`src/rtl/cpu_pkg.sv`:
```
// Shared definitions for the 19-bit CPU control path: opcodes, sequencer states, PC width.
package cpu_pkg;

    localparam int PC_W = 14;

    localparam logic [4:0] OP_ADD   = 5'h00;
    localparam logic [4:0] OP_SUB   = 5'h01;
    localparam logic [4:0] OP_AND   = 5'h02;
    localparam logic [4:0] OP_OR    = 5'h03;
    localparam logic [4:0] OP_XOR   = 5'h04;
    localparam logic [4:0] OP_NOT   = 5'h05;
    localparam logic [4:0] OP_SHL   = 5'h06;
    localparam logic [4:0] OP_SHR   = 5'h07;
    localparam logic [4:0] OP_INC   = 5'h08;
    localparam logic [4:0] OP_DEC   = 5'h09;
    localparam logic [4:0] OP_LOAD  = 5'h0A;
    localparam logic [4:0] OP_STORE = 5'h0B;
    localparam logic [4:0] OP_JMP   = 5'h0D;
    localparam logic [4:0] OP_BEQ   = 5'h0E;
    localparam logic [4:0] OP_BNE   = 5'h0F;
    localparam logic [4:0] OP_CALL  = 5'h10;
    localparam logic [4:0] OP_RET   = 5'h11;
    localparam logic [4:0] OP_HALT  = 5'h1F;

    typedef enum logic [2:0] {
        ST_FETCH,
        ST_DECODE,
        ST_EXEC,
        ST_MEM,
        ST_HALT,
        ST_FAULT
    } state_t;

    // ALU opcodes occupy the contiguous range starting at zero.
    function automatic logic is_alu(input logic [4:0] op);
        return op <= OP_DEC;
    endfunction

endpackage

```
`src/rtl/cpu_seq_ctrl_ret_stack.sv`:
```
// Return-address LIFO for CALL/RET; the top entry is visible combinationally on dout.
module ret_stack #(
    parameter int DEPTH = 8,
    parameter int W     = 14
) (
    input  logic         clk,
    input  logic         rst,
    input  logic         push,
    input  logic         pop,
    input  logic [W-1:0] din,
    output logic [W-1:0] dout,
    output logic         full,
    output logic         empty
);

    localparam int AW = $clog2(DEPTH);
    localparam int CW = AW + 1;

    logic [W-1:0]  mem [DEPTH];
    logic [CW-1:0] count;
    logic [AW-1:0] top_idx;

    assign full    = (count == CW'(DEPTH));
    assign empty   = (count == '0);
    assign top_idx = count[AW-1:0] - AW'(1);
    assign dout    = mem[top_idx];

    always_ff @(posedge clk) begin
        if (rst) begin
            count <= '0;
        end else if (push && !full) begin
            count <= count + CW'(1);
        end else if (pop && !empty) begin
            count <= count - CW'(1);
        end
    end

    // Storage is not reset; the count alone defines which entries are live.
    always_ff @(posedge clk) begin
        if (!rst && push && !full) begin
            mem[count[AW-1:0]] <= din;
        end
    end

endmodule

```
`src/rtl/cpu_seq_ctrl.sv`:
```
// Multi-cycle sequencer: owns the PC, runs the fetch handshake and steps each opcode through its phases.
module cpu_seq_ctrl
    import cpu_pkg::*;
#(
    parameter int RS_DEPTH = 8,
    parameter int PC_W     = cpu_pkg::PC_W
) (
    input  logic            clk,
    input  logic            rst,
    output logic            imem_req,
    output logic [PC_W-1:0] imem_addr,
    input  logic            imem_ack,
    output logic            load_IR,
    input  logic [4:0]      opcode,
    input  logic [PC_W-1:0] addr_imm,
    input  logic [5:0]      branch_offset,
    input  logic            rs_eq,
    output logic            alu_en,
    output logic            rf_we,
    output logic            dmem_req,
    output logic            dmem_we,
    input  logic            dmem_ack,
    output logic [PC_W-1:0] pc,
    output logic            halted,
    output logic            fault
);

    state_t          state, state_next;
    logic [PC_W-1:0] pc_next;
    logic [PC_W-1:0] branch_target;
    logic            rs_push, rs_pop, rs_full, rs_empty;
    logic [PC_W-1:0] rs_dout;

    ret_stack #(
        .DEPTH(RS_DEPTH),
        .W    (PC_W)
    ) u_ret_stack (
        .clk  (clk),
        .rst  (rst),
        .push (rs_push),
        .pop  (rs_pop),
        .din  (pc),
        .dout (rs_dout),
        .full (rs_full),
        .empty(rs_empty)
    );

    // pc already points past the branch, so the offset is relative to the next word.
    assign branch_target = pc + {{(PC_W-6){branch_offset[5]}}, branch_offset};
    assign imem_addr     = pc;
    assign halted        = !rst && (state == ST_HALT);
    assign fault         = !rst && (state == ST_FAULT);

    always_ff @(posedge clk) begin
        if (rst) begin
            state <= ST_FETCH;
            pc    <= '0;
        end else begin
            state <= state_next;
            pc    <= pc_next;
        end
    end

    // Strobes are held low while rst is high so a reset aborts any pending request immediately.
    always_comb begin
        state_next = state;
        pc_next    = pc;
        imem_req   = 1'b0;
        load_IR    = 1'b0;
        alu_en     = 1'b0;
        rf_we      = 1'b0;
        dmem_req   = 1'b0;
        dmem_we    = 1'b0;
        rs_push    = 1'b0;
        rs_pop     = 1'b0;
        if (!rst) begin
            unique case (state)
                ST_FETCH: begin
                    imem_req = 1'b1;
                    if (imem_ack) begin
                        load_IR    = 1'b1;
                        pc_next    = pc + PC_W'(1);
                        state_next = ST_DECODE;
                    end
                end
                ST_DECODE: begin
                    state_next = ST_FETCH;
                    if (is_alu(opcode)) begin
                        state_next = ST_EXEC;
                    end else begin
                        case (opcode)
                            OP_LOAD, OP_STORE: state_next = ST_MEM;
                            OP_JMP: pc_next = addr_imm;
                            OP_BEQ: if (rs_eq)  pc_next = branch_target;
                            OP_BNE: if (!rs_eq) pc_next = branch_target;
                            OP_CALL: begin
                                if (rs_full) begin
                                    state_next = ST_FAULT;
                                end else begin
                                    rs_push = 1'b1;
                                    pc_next = addr_imm;
                                end
                            end
                            OP_RET: begin
                                if (rs_empty) begin
                                    state_next = ST_FAULT;
                                end else begin
                                    rs_pop  = 1'b1;
                                    pc_next = rs_dout;
                                end
                            end
                            OP_HALT: state_next = ST_HALT;
                            default: state_next = ST_FAULT;
                        endcase
                    end
                end
                ST_EXEC: begin
                    alu_en     = 1'b1;
                    rf_we      = 1'b1;
                    state_next = ST_FETCH;
                end
                ST_MEM: begin
                    dmem_req = 1'b1;
                    dmem_we  = (opcode == OP_STORE);
                    if (dmem_ack) begin
                        rf_we      = (opcode == OP_LOAD);
                        state_next = ST_FETCH;
                    end
                end
                ST_HALT, ST_FAULT: state_next = state;
                default: state_next = ST_FAULT;
            endcase
        end
    end

endmodule

```
`config.mk`:
```
export PLATFORM = sky130hd
export DESIGN_NAME = cpu_seq_ctrl
export DESIGN_NICKNAME = d
export VERILOG_FILES = /design/src/rtl/cpu_pkg.sv /design/src/rtl/cpu_seq_ctrl_ret_stack.sv /design/src/rtl/cpu_seq_ctrl.sv
export SDC_FILE = /design/constraint.sdc
export NUM_CORES = 1
export LEC_CHECK = 0
export BUFFER_PORTS_ARGS = -buffer_cell sky130_fd_sc_hd__clkbuf_2
export CAP_MARGIN = 30
export CORE_UTILIZATION = 35
export DETAILED_ROUTE_END_ITERATION = 12
export MAX_ROUTING_LAYER = met4
export PLACE_DENSITY = 0.57
export SETUP_SLACK_MARGIN = 0.05
export SLEW_MARGIN = 10
export SYNTH_ARGS = -nofsm -noshare
export SYNTH_HDL_FRONTEND = slang
export SYNTH_HIERARCHICAL = 1
export SYNTH_SLANG_ARGS = --single-unit
```
`constraint.sdc`:
```
create_clock -name clk -period 5.49 [get_ports clk]
set_input_delay 0.8235 -clock clk [delete_from_list [all_inputs] [get_ports clk]]
set_output_delay 0.8235 -clock clk [all_outputs]
set_load 0.02 [all_outputs]
```
==> metrics.yaml, run 1 <==
run_status:
  status: "complete, no violations"
drt:
  wl_per_cell_um: 19.8
  vias_per_cell: 5.45
  num_vias: 4802
  ant_nets: 0
  dr.pass1.iters: 5
  drc: 0
  drtIter0Drc: 440
  route.final.wire_length_um: 17400
placed_design:
  hpwl_um: 12200
  port_buffers: 65
  placedInstanceArea_um2: 7470
  place.gp.congestion: 0.866
timing:
  tightest_slew_ps: 873
  finalMaxSlewViolations: 0
  fin_crit_sh: 0.710
  rsz0062_at_grt: "false"
  clock.fmax_mhz: 256
  setup_viol: 0
  hold_violations: 0
  fin_crit_ps: 3900
  finClkSkew_ps: 6.13
  finalSetupTns_ps: 0
  slew_headroom: 0.414
clocking:
  root_buffer: "clkbuf_16"
  hold_buffers: 0
  postCtsSetupBuffers: 0
  clock_path_buffers: 2
  clock_latency_ps: 410
  htreeDepth: 4
  tritoncts: "yes"
  path_clk_slew_ps: 60
  postCtsResizedCells: 0
  cts_buffers: 17
  cts_sinks: 133
synth:
  synth_cells: 549
  synth-main-ff-cell: "edfxtp_1"
  synth_edf_count: 112
  ys_seq_elements: 133
  async_reset_ff_frac: 0
  yosys_warnings: 6
  synth_seq_area_share: 0.543
  syn-num-nets: 598
  avgSynthCellArea_um2: 12.7
  synth_cell_types: 73
  synth_area_um2: 6960
worst_setup_path:
  crit_cells: 11
  crit_path_start_kind: "flop"
  worstPathCellList: "nand2b_1 -> or2_2 -> nor2_1 -> nand2_1 -> nor3_1 -> nand2_1 -> ha_1 -> a21o_1 -> a2111oi_2 -> a211oi_1 -> a2111oi_2"
  max_stage_delay_ps: 690
  timing.setup.critical_path_class: "flop to flop"
  path_delay_family: "simple AND/OR/NAND/NOR gates"
  crit_buf_inv: 0
  r2r_cells: 11
  crit_slowest_cell: "nor3_1"
  crit_required_ps: 5790
  cp_max_fo: 21
  worstPathArrival_ps: 4200
  critPathCaptureType: "flop"
power_and_ir_drop:
  p_leak_nw: 2.85
  vdd_ir_drop_max_mv: 0.189
  netSwitchingPower_w: 0.000611
  p_comb_frac: 0.103
  p_per_area_nw_per_um2: 310
  p_int_w: 0.00187
  seq_power_share: 0.472
  p_sw_frac: 0.246
  power_frac_clock: 0.425
finish:
  final_cell_mix: "112 x edfxtp_1, 65 x clkbuf_2, 47 x nand2_1"
  drive_gt1_frac: 0.271
  diodes: 0
  fin_area_um2: 8020
  final_common_cell: "edfxtp_1"
  area_growth_pct: 15.1
  fin_nets: 652
global_route:
  grt.overflow.total: 0
  grt_max_degree: 33
  grt_usage: 0.185
  grt_pass1_wl_um: 26900
  grt_pass1_vias: 4817
  antenna_found_initial: 0
floorplanning:
  rows: 51
  initial_core_util: 0.358
  die_y_um: 143
  die_x_um: 143
  dieArea_um2: 20500
  io_pins: 66
  coreArea_um2: 19500
run:
  drv_cap: 0
hold_path:
  hold-path-cell-count: 2
  hold_path.class: "flop to flop"
## kinds of logic after synthesis
logic type	count (synthesis)	synth area share
muxes	46	0.119
xor gates and xnor gates	6	0.00755
buffers and inverters	59	0.0467
adders and majority gates	19	0.0363
and+or+nand+nor	171	0.127
AOI/OAI and AO/OA	115	0.119
DFF	133	0.543
## layer usage
layer	GRT usage	vias to the layer above	part of all wire
met5	-	-	0
met4	0.0753	0	0.021
met3	0.0292	24	0.042
met2	0.289	134	0.48
met1	0.239	2405	0.45
li1	-	2239	-
## cells in the mapped netlist, types with 5 or more instances
| master | count | share of area |
|---|---|---|
| inv_1 | 17 | 0.0092 |
| o21a_1 | 6 | 0.0065 |
| buf_4 | 19 | 0.020 |
| edfxtp_1 | 112 | 0.48 |
| and3_1 | 8 | 0.0072 |
| buf_2 | 8 | 0.0058 |
| mux2_2 | 16 | 0.026 |
| a211oi_1 | 8 | 0.0086 |
| dfxtp_1 | 21 | 0.060 |
| nand2b_1 | 9 | 0.0081 |
| clkbuf_1 | 10 | 0.0054 |
| o21ai_0 | 19 | 0.014 |
| nand4_1 | 6 | 0.0054 |
| nand3_1 | 24 | 0.017 |
| a21o_1 | 6 | 0.0065 |
| nor2_1 | 28 | 0.015 |
| or3_1 | 6 | 0.0054 |
| nand2_1 | 47 | 0.025 |
| mux4_2 | 28 | 0.091 |
| a22oi_1 | 5 | 0.0054 |
| ha_1 | 17 | 0.031 |
| nor3_1 | 14 | 0.010 |
| a21oi_1 | 29 | 0.021 |
## power groups by stage
stage               Clock [W]  Sequential, W  Combinational, W
detailed placement          0        0.00120          0.000254
global route          0.00112        0.00118          0.000280
finish                0.00106        0.00117          0.000255
floorplan                   0        0.00118          0.000188
global placement            0        0.00119          0.000249
CTS                   0.00107        0.00117          0.000255
## sequential cells by signal, summed over array words and instances (netlist names)
name and count:
imem_addr 14, u_ret_stack/mem 112, u_ret_stack/count 4, state 3
## worst min-delay path, delay by kind of cell (launching register included)
family | cells | cell delay, ps
DFF | 1 | 370
and+or+nand+nor | 1 | 80
AOI/OAI and AO/OA | 1 | 40
## through the flow
step           cells  power, W  setup WS [ps]  hold WS [ps]  utilization
3_3_place_gp     847   0.00144           1500           519        0.383
6_report         881   0.00249           1590           546        0.412
2_1_floorplan    549   0.00137           2000           516            -
4_1_cts          881   0.00250           1680           545        0.412
5_1_grt          881   0.00258           1300           587        0.412
3_5_place_dp     849   0.00145           1420           537        0.384
## cell type report
class                           count  area (um2)
Multi-Input combinational cell    357        2860
Inverter                           17        63.8
Fill cell                        1820       11400
Tap cell                          265         332
Timing Repair Buffer               77         423
Sequential cell                   133        3780
Clock buffer                       21         440
Clock inverter                     11         110
## worst paths after layout
| path | slack, ps | end | start |
|---|---|---|---|
| setup / recovery | 1590 | u_ret_stack/count[3]$_SDFFE_PP0P_ | state[1]$_SDFFE_PP0P_ |
| hold / removal | 550 | state[1]$_SDFFE_PP0P_ | state[0]$_SDFFE_PP0P_ |
| setup reg to reg | 1590 | u_ret_stack/count[3]$_SDFFE_PP0P_ | state[1]$_SDFFE_PP0P_ |
| hold reg to reg | 550 | state[1]$_SDFFE_PP0P_ | state[0]$_SDFFE_PP0P_ |
Power figures use the tool's default switching activity.
==> run 2: changes to the inputs <==
Settings changed: ABC_AREA set to 1, PLACE_DENSITY 0.57 to 0.58.
Clock period 5.49 ns to 3.5 ns, I/O delays scaled along.
==> run 2 against run 1 <==
  * Critical path depth shrank 1
  * Cell count rose by 37%
  * First-iteration DRC count shrank 15%
  * Clock-buffer cell count shrank 4
  * Fmax grew 35%
  * Setup slack worse by 980 ps
  * Synthesized area up 6.4%
  * Total power grew 96%
  * Core utilization is 0.79 points higher
  * Combinational power increased to 4.5 times the previous value
==> metrics.yaml, run 2 <==
synth:
  synth_seq_area_share: 0.511  # -0.0326
  yosysTopAreaCell: "edfxtp_1"
  syn-num-nets: 907  # +52%
  synthTopCellsByCount: "168 x nand2_1, 166 x nor2_1, 112 x edfxtp_1"
  ys_seq_elements: 133  # unchanged
  synth_top_cell_area_share: 0.454  # -0.0290
  async_reset_ff_frac: 0  # unchanged
  synth-main-ff-cell: "edfxtp_1"
  synthTopCellsByArea: "edfxtp_1 45%, nand2_1 8.5%, nor2_1 8.4%"
  synth_cells: 858  # +56%
  avgSynthCellArea_um2: 8.63  # -32%
  synth_most_common_cell: "nand2_1"
  synth_edf_count: 112  # unchanged
  synth_cell_types: 46  # -37%
  yosys_warnings: 6  # unchanged
  synth_area_um2: 7410  # +6.4%
timing:
  tightest_slew_ps: 792  # -80.9 ps
  finalSetupTns_ps: 0  # unchanged
  clock.fmax_mhz: 346  # +35%
  fin_crit_sh: 0.826  # +0.116
  rsz0062_at_grt: "false"
  slew_headroom: 0.471  # +0.0576
  finClkSkew_ps: 9.84  # +3.71 ps
  hold_violations: 0  # unchanged
  finalMaxSlewViolations: 0  # unchanged
  setup_viol: 0  # unchanged
  fin_crit_ps: 2890  # -1010 ps
floorplanning:
  coreArea_um2: 20500  # +5.3%
  io_pins: 66  # unchanged
  die_x_um: 147  # +3.1%
  rows: 52  # +2.0%
  initial_core_util: 0.361  # +0.00365
  dieArea_um2: 21700  # +6.3%
  die_y_um: 147  # +3.1%
finish:
  area_growth_pct: 16.2
  fillers: 2078  # +14%
  final_cell_mix: "168 x nand2_1, 166 x nor2_1, 112 x edfxtp_1"
  stdcell_count: 1210  # +37%
  drive_gt1_frac: 0.179  # -0.0924
  seqCellArea_um2: 3780  # unchanged
  fin_nets: 976  # +50%
  diodes: 0  # unchanged
  multi_input_area_um2: 3100  # +8.1%
  largest_reg_flops: 112  # unchanged
  final_common_cell: "nand2_1"
worst_setup_path:
  r2r_end: "u_ret_stack/mem[5][12]$_DFFE_PP_"
  crit_path_start_kind: "flop"
  startpoint: "u_ret_stack/count[1]$_SDFFE_PP0P_"
  worstReg2RegStart: "u_ret_stack/count[1]$_SDFFE_PP0P_"
  crit_buf_inv: 2  # +2
  worstPathArrival_ps: 3020  # -1180 ps
  crit_slowest_cell: "dfxtp_1"
  max_stage_delay_ps: 410  # -280 ps
  path_delay_family: "simple AND/OR/NAND/NOR gates"
  r2r_cells: 10  # -1
  cp_max_fo: 9  # -57%
  crit_cells: 10  # -1
  endpoint: "u_ret_stack/mem[5][12]$_DFFE_PP_"
  worstPathCellList: "inv_1 -> ha_1 -> nand2_1 -> nor2_1 -> nor4_1 -> nand2_1 -> nor2_1 -> nand2_1 -> nor2_1 -> buf_4"
  timing.setup.critical_path_class: "flop to flop"
  critPathCaptureType: "flop"
  reg2reg_slack_ps: 610  # -980 ps
  crit_required_ps: 3630  # -2160 ps
clocking:
  htreeDepth: 4  # unchanged
  cts_sinks: 133  # unchanged
  cts_buffers: 17  # unchanged
  path_clk_slew_ps: 60  # about the same
  tritoncts: "yes"
  hold_buffers: 0  # unchanged
  clock_path_buffers: 2  # unchanged
  postCtsResizedCells: 0  # unchanged
  clock_latency_ps: 420  # about the same
  root_buffer: "clkbuf_16"
  postCtsSetupBuffers: 0  # unchanged
global_route:
  grt_pass1_wl_um: 31100  # +16%
  grt_pass1_vias: 5748  # +19%
  grt.overflow.total: 0  # unchanged
  antenna_found_initial: 0  # unchanged
  grt_usage: 0.192  # +0.00756
  grt_max_degree: 62  # +88%
power_and_ir_drop:
  power_w: 0.00487  # +96%
  p_leak_nw: 3.50  # +23%
  p_per_area_nw_per_um2: 566  # +83%
  vdd_ir_drop_max_mv: 0.288  # +52%
drt:
  dr.pass1.iters: 5  # unchanged
  ant_nets: 0  # unchanged
  route.final.wire_length_um: 19400  # +11%
  wl_per_cell_um: 16.0  # -19%
  num_vias: 5913  # +23%
  vias_per_cell: 4.89  # -10%
  drtIter0Drc: 372  # -15%
  drc: 0  # unchanged
run_status:
  status: "complete, no violations"
placed_design:
  place.gp.congestion: 0.894  # +3.3%
  port_buffers: 65  # unchanged
  dp_cells: 1178  # +39%
  hpwl_um: 13800  # +13%
run:
  drv_cap: 0  # unchanged
hold_path:
  hold_path.class: "input port to flop"
==> run 2: cell types whose count changed after synthesis, moves of 7 or more <==
cell and change:
a211oi_1 -8, mux4_2 -28, nand2b_1 -9, nand2_1 +121, mux2_2 -16, and3_1 -7, nor2_1 +138, o21ai_1 +9
nand3_1 +21, o21ai_0 +63, a21oi_2 +13, inv_1 +47
==> run 2: stage by stage <==
step / instance area, um2 / hold slack, ps / utilization / worst slack, ps
3_5_place_dp: 8030 / 576 / 0.392 / 644
4_1_cts: 8600 / 483 / 0.420 / 627
2_1_floorplan: 7410 / 525 / - / 404
5_1_grt: 8600 / 496 / 0.420 / 332
3_3_place_gp: 8030 / 563 / 0.392 / 673
6_report: 8600 / 491 / 0.420 / 610
==> run 2: final cells by class <==
type | count | share of cell area
sequential | 133 | 0.440
clock buffer | 17 | 0.0494
timing repair buffer | 94 | 0.0631
multi-input combinational | 611 | 0.360
tap | 270 | 0.0393
clock inverter | 15 | 0.0179
inverter | 70 | 0.0305
==> run 2: routing by layer <==
layer	track usage	part of all wire	vias up
met2	0.298	0.46	149
li1	-	-	3021
met3	0.0346	0.042	24
met1	0.254	0.48	2719
met4	0.0634	0.020	0
met5	-	0	-
==> run 2: cell families after synthesis <==
group	synth area share
muxes	0.00135
adders and majority gates	0.0341
xor gates and xnor gates	0.0120
DFF	0.511
buffers and inverters	0.0711
and+or+nand+nor	0.244
AOI/OAI and AO/OA	0.127
==> run 2: tightest hold or removal path, cell delays in order <==
cell	delay, ps
clkbuf_2	90
nor2_1	60
nor3_1	180
==> run 2: worst min-delay path by stage <==
| stage | startpoint | endpoint | slack, ps | cells past startpoint |
|---|---|---|---|---|
| 5_1_grt | imem_ack | state[0]$_SDFFE_PP0P_ | 500 | 3 |
| 3_5_place_dp | u_ret_stack/count[3]$_SDFFE_PP0P_ | u_ret_stack/count[3]$_SDFFE_PP0P_ | 580 | 3 |
| 4_1_cts | imem_ack | state[0]$_SDFFE_PP0P_ | 480 | 3 |
| 2_1_floorplan | u_ret_stack/count[3]$_SDFFE_PP0P_ | u_ret_stack/count[3]$_SDFFE_PP0P_ | 530 | 3 |
| 6_report | imem_ack | state[0]$_SDFFE_PP0P_ | 490 | 3 |
| 3_3_place_gp | u_ret_stack/count[3]$_SDFFE_PP0P_ | u_ret_stack/count[3]$_SDFFE_PP0P_ | 560 | 3 |
==> run 2: power breakdown <==
group	switching [W]	internal, W	total, W
Combinational	0.000777	0.000375	0.00115
Clock	0.000697	0.00105	0.00175
Sequential	0.000110	0.00186	0.00197
Total	0.00158	0.00329	0.00487
